==> src/rtl/systolic_operand_feeder_pkg.sv <==
// Shared constants, FSM states and index helper
// for the systolic array operand feeder.
package systolic_operand_feeder_pkg;

  localparam int N          = 4;
  localparam int STREAM_LEN = 2 * N - 1;
  localparam int DRAIN_LEN  = N;

  typedef enum logic [2:0] {
    ST_IDLE,
    ST_CLEAR,
    ST_STREAM,
    ST_DRAIN,
    ST_DONE
  } feeder_state_e;

  // Flat element index: row*N + col.
  function automatic logic [3:0] elem_idx(
    input logic [1:0] row,
    input logic [1:0] col
  );
    return {row, col};
  endfunction

endpackage

==> src/rtl/systolic_operand_feeder_bank.sv <==
// 16-entry operand register file with one write
// port and four diagonally skewed read taps.
module feeder_operand_bank
  import systolic_operand_feeder_pkg::*;
#(
  parameter int DATA_WIDTH = 32,
  parameter bit COL_MAJOR  = 1'b0
) (
  input  logic                              clk_i,
  input  logic                              rst_i,
  input  logic                              we_i,
  input  logic [3:0]                        waddr_i,
  input  logic [DATA_WIDTH-1:0]             wdata_i,
  input  logic                              en_i,
  input  logic [2:0]                        t_i,
  output logic [N-1:0][DATA_WIDTH-1:0]      tap_o
);

  logic [15:0][DATA_WIDTH-1:0] mem_q;
  logic [15:0][DATA_WIDTH-1:0] mem_d;

  // Single write port; contents persist across runs.
  always_comb begin
    mem_d = mem_q;
    if (we_i) mem_d[waddr_i] = wdata_i;
  end

  // Storage, cleared on reset.
  always_ff @(posedge clk_i or posedge rst_i) begin
    if (rst_i) mem_q <= '0;
    else       mem_q <= mem_d;
  end

  // Lane l is skewed by l steps; outside the
  // 4-wide window the tap is forced to zero.
  for (genvar l = 0; l < N; l++) begin : g_tap
    logic [3:0] diff;
    logic       in_rng;
    logic [3:0] idx;

    assign diff   = {1'b0, t_i} - 4'(l);
    assign in_rng = en_i && (diff[3:2] == 2'b00);

    if (COL_MAJOR) begin : g_col
      assign idx = elem_idx(diff[1:0], 2'(l));
    end else begin : g_row
      assign idx = elem_idx(2'(l), diff[1:0]);
    end

    assign tap_o[l] = in_rng ? mem_q[idx] : '0;
  end

endmodule

==> src/rtl/systolic_operand_feeder.sv <==
// Buffers A/B matrices and drives the skewed
// left/up operand streams of the 4x4 array.
module systolic_operand_feeder
  import systolic_operand_feeder_pkg::*;
#(
  parameter int DATA_WIDTH = 32
) (
  input  logic                  clk_i,
  input  logic                  rst_i,
  input  logic                  wr_valid_i,
  output logic                  wr_ready_o,
  input  logic                  wr_sel_i,
  input  logic [3:0]            wr_addr_i,
  input  logic [DATA_WIDTH-1:0] wr_data_i,
  input  logic                  start_i,
  output logic                  busy_o,
  output logic                  arr_clr_o,
  output logic                  done_o,
  output logic [DATA_WIDTH-1:0] left_o_0,
  output logic [DATA_WIDTH-1:0] left_o_1,
  output logic [DATA_WIDTH-1:0] left_o_2,
  output logic [DATA_WIDTH-1:0] left_o_3,
  output logic [DATA_WIDTH-1:0] up_o_0,
  output logic [DATA_WIDTH-1:0] up_o_1,
  output logic [DATA_WIDTH-1:0] up_o_2,
  output logic [DATA_WIDTH-1:0] up_o_3
);

  feeder_state_e state_q, state_d;
  logic [2:0]    t_q, t_d;
  logic          busy_q, busy_d;
  logic          clr_q, clr_d;
  logic          done_q, done_d;
  logic [N-1:0][DATA_WIDTH-1:0] left_q, left_d;
  logic [N-1:0][DATA_WIDTH-1:0] up_q, up_d;

  logic wr_en;
  logic rd_en;

  assign wr_en = wr_valid_i && (state_q == ST_IDLE);
  assign rd_en = (state_d == ST_STREAM);

  // Taps are addressed with the next-state step so
  // the operand registers line up with the state.
  feeder_operand_bank #(
    .DATA_WIDTH (DATA_WIDTH),
    .COL_MAJOR  (1'b0)
  ) u_bank_a (
    .clk_i   (clk_i),
    .rst_i   (rst_i),
    .we_i    (wr_en && !wr_sel_i),
    .waddr_i (wr_addr_i),
    .wdata_i (wr_data_i),
    .en_i    (rd_en),
    .t_i     (t_d),
    .tap_o   (left_d)
  );

  feeder_operand_bank #(
    .DATA_WIDTH (DATA_WIDTH),
    .COL_MAJOR  (1'b1)
  ) u_bank_b (
    .clk_i   (clk_i),
    .rst_i   (rst_i),
    .we_i    (wr_en && wr_sel_i),
    .waddr_i (wr_addr_i),
    .wdata_i (wr_data_i),
    .en_i    (rd_en),
    .t_i     (t_d),
    .tap_o   (up_d)
  );

  // Next-state and step counter sequencing.
  always_comb begin
    state_d = state_q;
    t_d     = t_q;
    unique case (state_q)
      ST_IDLE: begin
        t_d = '0;
        if (start_i) state_d = ST_CLEAR;
      end
      ST_CLEAR: begin
        state_d = ST_STREAM;
        t_d     = '0;
      end
      ST_STREAM: begin
        if (t_q == 3'(STREAM_LEN - 1)) begin
          state_d = ST_DRAIN;
          t_d     = '0;
        end else begin
          t_d = t_q + 3'd1;
        end
      end
      ST_DRAIN: begin
        if (t_q == 3'(DRAIN_LEN - 1)) begin
          state_d = ST_DONE;
          t_d     = '0;
        end else begin
          t_d = t_q + 3'd1;
        end
      end
      ST_DONE: begin
        state_d = ST_IDLE;
        t_d     = '0;
      end
      default: begin
        state_d = ST_IDLE;
        t_d     = '0;
      end
    endcase
  end

  // Status outputs decoded from the next state.
  always_comb begin
    busy_d = (state_d != ST_IDLE);
    clr_d  = (state_d == ST_CLEAR);
    done_d = (state_d == ST_DONE);
  end

  // FSM state, counter and registered outputs.
  always_ff @(posedge clk_i or posedge rst_i) begin
    if (rst_i) begin
      state_q <= ST_IDLE;
      t_q     <= '0;
      busy_q  <= 1'b0;
      clr_q   <= 1'b0;
      done_q  <= 1'b0;
      left_q  <= '0;
      up_q    <= '0;
    end else begin
      state_q <= state_d;
      t_q     <= t_d;
      busy_q  <= busy_d;
      clr_q   <= clr_d;
      done_q  <= done_d;
      left_q  <= left_d;
      up_q    <= up_d;
    end
  end

  assign busy_o     = busy_q;
  assign wr_ready_o = !busy_q;
  assign arr_clr_o  = clr_q;
  assign done_o     = done_q;
  assign left_o_0   = left_q[0];
  assign left_o_1   = left_q[1];
  assign left_o_2   = left_q[2];
  assign left_o_3   = left_q[3];
  assign up_o_0     = up_q[0];
  assign up_o_1     = up_q[1];
  assign up_o_2     = up_q[2];
  assign up_o_3     = up_q[3];

endmodule

==> config.mk <==
export PLATFORM = sky130hd
export DESIGN_NAME = systolic_operand_feeder
export DESIGN_NICKNAME = d
export VERILOG_FILES = /design/src/rtl/systolic_operand_feeder_pkg.sv /design/src/rtl/systolic_operand_feeder_bank.sv /design/src/rtl/systolic_operand_feeder.sv
export SDC_FILE = /design/constraint.sdc
export NUM_CORES = 2
export LEC_CHECK = 0
export CAP_MARGIN = 20
export CELL_PAD_IN_SITES_DETAIL_PLACEMENT = 1
export CELL_PAD_IN_SITES_GLOBAL_PLACEMENT = 1
export CORE_ASPECT_RATIO = 1.2
export CORE_MARGIN = 2
export CORE_UTILIZATION = 45
export CTS_CLUSTER_DIAMETER = 40
export DETAILED_ROUTE_END_ITERATION = 12
export GPL_TIMING_DRIVEN = 0
export PLACE_DENSITY_LB_ADDON = 0.1
export SLEW_MARGIN = 5
export SYNTH_ARGS = -nofsm -noshare
export SYNTH_HDL_FRONTEND = slang
export SYNTH_SLANG_ARGS = --single-unit
==> constraint.sdc <==
create_clock -name clk_i -period 87.6 [get_ports clk_i]
set_clock_uncertainty 0.15 [all_clocks]
set_input_delay 17.52 -clock clk_i [delete_from_list [all_inputs] [get_ports clk_i]]
set_output_delay 17.52 -clock clk_i [all_outputs]
set_load 0.02 [all_outputs]
Word-level counts from Yosys, hierarchy flattened
Cells that the tools add are included.
W data, S select, Z words.
{ "word_totals": {"ff_bits": 1289, "input_bits": 41, "out_inout_bits": 260, "wordCells": 118} }
{ "classes": {"addsub": 4, "n_lt_le_gt_ge": 10, "n_eq_ne": 8, "muxes": 35, "n_reduce_logical": 16} }
{ "ops": {"columns": ["operator", "count"], "rows": [
  ["$bwmux W512", 2],
  ["$mux W32", 17],
  ["$bmux W32 S2", 8],
  ["$demux W32 S4", 1],
  ["$lt A4 B5 Y1 const B", 7],
  ["$mux W3", 5],
  ["$eq A3 B2 Y1 const B", 4],
  ["$pmux W3 S4", 1],
  ["$logic_and A1 B1 Y1", 8],
  ["$logic_not A2 Y1", 4],
  ["$sub A3 B2 Y4 const B", 2],
  ["$eq A3 B1 Y1 const B", 2],
  ["$eq A3 B3 Y1 const B", 2],
  ["$pmux W3 S2", 1],
  ["$lt A2 B5 Y1 const B", 1],
  ["$lt A3 B5 Y1 const B", 1],
  ["$ge A4 B1 Y1 const B", 1],
  ["$sub A3 B1 Y4 const B", 1],
  ["$add A3 B1 Y3 const B", 1],
  ["$logic_not A3 Y1", 1],
  ["$reduce_bool A3 Y1", 1],
  ["$logic_not A1 Y1", 2]
]} }

Logic depth before layout (Yosys ltp)
{ "depth": {"ltp_word": 7, "ltp_mapped": 16, "ltp_nobuf": 9} }

Cells and area by module
Synthesis repeated with hierarchy kept, for this count alone.
{ "unflattened": {"hier_cells": 3207, "area_unflattened_um2": 53120.9} }
{ "modules_own_cells": {"columns": ["mod", "n_inst", "cells_each", "area_per_inst_um2", "seq_area_each_um2"], "rows": [
  ["feeder_operand_bank at u_bank_b", 1, 1452, 23125.9, 12812.3],
  ["feeder_operand_bank at u_bank_a", 1, 1452, 23109.7, 12812.3],
  ["systolic_operand_feeder", 1, 303, 6885.4, 6631.4]
]} }

Worst setup path before layout
Ideal clock, no wire load.
{ "synth_timing": {"path_type": "input to register", "start": "in wr_addr_i[3]", "end": "reg u_bank_b.mem_q[0] in the netlist's numbering", "setup_ns": 0.125, "t_arrival_ns": 18.870, "required_time_ns": 87.325, "path_slack_ns": 68.456, "cell_stages": 5, "path_buffers": 2, "cell_sequence": "clkbuf_1 nor2_1 nand3_4 buf_6 mux2_2"} }
{ "synth_between": {"elab_chain_len": 5, "word_cells_on_any_way": 6, "classes_between": "2 x order compare; 3 x mux; 1 x reduce/logical"} }
{ "synth_lines": {"columns": ["item", "line", "rtl"], "rows": [
  ["start, declared", "systolic_operand_feeder.sv:13", "input logic [3:0] wr_addr_i,"],
  ["$lt A4 B5 Y1 (implied by the code) / $ge A4 B1 Y1 (equally long branches)", "systolic_operand_feeder_bank.sv:25", "if (we_i) mem_d[waddr_i] = wdata_i;"],
  ["$logic_and A1 B1 Y1 (implied by the code)", "systolic_operand_feeder_bank.sv:25", null],
  ["$mux W32 (implied by the code)", "systolic_operand_feeder_bank.sv:25", null],
  ["$demux W32 S4 *", null, null],
  ["$bwmux W512 *", "systolic_operand_feeder_bank.sv:25", null],
  ["end signal, assigned", "systolic_operand_feeder_bank.sv:31", "else mem_q <= mem_d;"],
  ["end, declared", "systolic_operand_feeder_bank.sv:19", "logic [15:0][DATA_WIDTH-1:0] mem_q;"]
]} }
Mark *: on every way between the ends. The rest lies on a longest branch, timed or not.
A chain may end at the register's enable or synchronous reset.

==> impl_metrics.json <==
{
  "ctsHoldBuffers": 0,
  "worst_pin_slew_ps": 1019,
  "cap_violations": 0,
  "nNetsFinal": 4194,
  "irDropWorstVdd_mv": 0.02821,
  "synth_top_family_by_area": "multiplexers",
  "synth.top_cells.by_area": "dfrtp_1 59%, mux2_2 21%, mux4_2 5.3%",
  "ios": 301,
  "clkTransAtPathRegs_ps": 50,
  "grt_first_pass_wirelength_um": 246600,
  "clk_latency_ps": 790,
  "finalSetupViolCount": 0,
  "outcome": "complete, no violations",
  "min_to": "u_bank_b.mem_q[357]$_DFFE_PP0P_",
  "syn_nets": 3707,
  "ys_seq_area_frac": 0.5877,
  "crit_family": "buffers and inverters",
  "end_kind": "asynchronous set/reset pin",
  "r2r-end": "up_o_3[11]$_DFF_PP0_",
  "cp.required_ps": 88340,
  "pre_cts_ws_ps": 66530,
  "grt_antenna_before_repair": 7,
  "rsz0062_at_grt": "false",
  "gr-total-overflow": 0,
  "synthXorXnorAreaFrac": 0,
  "hold_depth": 1,
  "relSlewSlack": 0.3205,
  "vias_per_cell": 5.544,
  "max_stage_delay_ps": 490,
  "grt_max_degree": 120,
  "synth_fa_ha_area_frac": 0.001596,
  "drt_first_pass_iters": 5,
  "drive_gt1_frac": 0.4117,
  "yosysTopAreaCell": "dfrtp_1",
  "grt_use_total": 0.2707,
  "gp_congestion": 0.8220,
  "place_area_um2": 60370,
  "root_buffer": "clkbuf_16",
  "setup.worst_path.start_class": "input pin",
  "cts_buffers": 168,
  "dp_hpwl_um": 116900,
  "cts.sinks": 1289,
  "yosysWarnings": 0,
  "reg2reg_slack_ps": 80780,
  "via_count": 32900,
  "crit_top_cell": "buf_16",
  "cp-startpoint": "rst_i",
  "start_util": 0.4528,
  "ys_types": 47,
  "synth_compound_area_frac": 0.04111,
  "drc": 0,
  "finalPower_uw": 2335,
  "crit_path_cell_trace": "clkdlybuf4s50_1, inv_8, buf_16, buf_16, buf_16, buf_16, buf_16",
  "leakagePower_uw": 0.03066,
  "fin_crit_ps": 20060,
  "die_area_um2": 124800,
  "r2r-start": "t_q[0]$_DFF_PP0_",
  "setup_ws_ps": 67540,
  "syn_area_per_cell_um2": 15.00,
  "finalCritPeriodShare": 0.2290,
  "synth_most_common_cell": "dfrtp_1",
  "ys.flop_type": "dfrtp_1",
  "route.antenna.remaining_nets": 0,
  "max_freq_mhz": 49.86,
  "die_h_um": 386.6,
  "cellPowerDensity_nw_per_um2": 35.15,
  "postCtsSetupRepairBufs": 0,
  "ys_async_sr_fraction": 1.000,
  "rows": 140,
  "netlist_instances": 3659,
  "cp.arrival_ps": 20800,
  "min-delay-path-class": "flip-flop to flip-flop",
  "cts_buffer_depth": 3,
  "worstPathBufferInverterCount": 7,
  "port_buffers": 300,
  "top_regs": "u_bank_a.mem_q: 512 flops, u_bank_b.mem_q: 512 flops",
  "die_w_um": 322.8,
  "path_class": "input pin to asynchronous set/reset pin",
  "netlist_area_um2": 54880,
  "min_from": "u_bank_b.mem_q[357]$_DFFE_PP0P_",
  "core-area_um2": 121200,
  "grt_pass1_vias": 36250,
  "wl_um": 165500,
  "synth_common_cells": "1289 x dfrtp_1, 1001 x mux2_2, 259 x nand2_1, 169 x clkbuf_1, 129 x a211oi_1",
  "hold_viol": 0,
  "final_area_um2": 66430,
  "synth_simple_gate_area_share": 0.07033,
  "wl_per_cell_um": 27.88,
  "htree_levels": 4,
  "worstPathMaxFanout": 101,
  "cts_resized": 0,
  "area_growth_pct": 21.03,
  "slowest_stage": "clkdlybuf4s50_1",
  "ys_ff_latch": 1289,
  "tns_ps": 0,
  "synth.area.mux_share": 0.2626,
  "final_max_slew_viol_count": 0,
  "synth_edf_count": 0,
  "r2r_cells": 16,
  "netlist.area_leader.share": 0.5877,
  "cts_tree": "done",
  "final_core_util": 0.5480,
  "drtIter0Drc": 1990
}
==> cell type report <==
cell class	instances	area (um^2)
diodes	10	25.02
fillers	11570	54790
well taps	1633	2043
plain buffers	351	1966
inverters	12	52.55
clock inverters	99	1351
multi-input cells	2007	20620
flip-flops and latches	1289	32260
repair buffers	317	3426
clock buffers	217	4682
==> logic make-up after synthesis <==
logic type,Yosys count
multiplexers,1152
buffers and inverters,363
adder cells (fa/ha/maj),7
AO/OA/AOI/OAI,271
flip-flops,1289
AND/OR/NAND/NOR,577
==> cell usage in the layout (no fill, tap or decap), drive strengths merged, types with 2 or more instances in the layout <==
master and n:
a211oi 130, a311oi 128, and2 35, and2b 3, buf 199, bufinv 26
clkbuf 386, clkdlybuf4s50 300, clkinv 36, clkinvlp 13, dfrtp 1289, diode 10
ha 7, inv 36, mux2 1024, mux4 128, nand2 259, nand2b 3
nand3 13, nand3b 5, nand4 4, nor2 15, nor2b 99, nor3 6
nor3b 128, nor4b 3, nor4bb 2, o2111ai 3, o211ai 2, o31a 2
==> metal layers <==
layer | wire length [um] | GRT usage
met1 | 70020 | 0.3538
met3 | 6105 | 0.03837
met4 | 7279 | 0.1173
met5 | 0 | 0
met2 | 82090 | 0.4491
==> worst max-delay path by stage <==
stage	endpoint	slack, ps	cells past startpoint
floorplan	arr_clr_o$_DFF_PP0_	33600	1
global placement	left_o_0[18]$_DFF_PP0_	17530	2
detailed placement	u_bank_a.mem_q[6]$_DFFE_PP0P_	66530	7
CTS	left_o_0[8]$_DFF_PP0_	67380	7
global route	up_o_1[3]$_DFF_PP0_	67080	7
finish	u_bank_a.mem_q[35]$_DFFE_PP0P_	67540	7
==> where the power goes <==
| part | leakage (uW) | switching (uW) | internal, uW |
|---|---|---|---|
| sequential | 0.0177 | 48.4 | 698 |
| clock | 0.00293 | 276 | 458 |
| combinational | 0.0100 | 547 | 306 |
| total | 0.0307 | 872 | 1460 |
==> through the flow <==
step,std cells,hold slack (ps)
after floorplan,3659,308.0
after global placement,5592,319.2
after detailed placement,5609,329.9
after CTS,5925,344.2
after global routing,5926,356.2
final,5935,339.2
No activity file was read; power rests on OpenSTA's default activity.
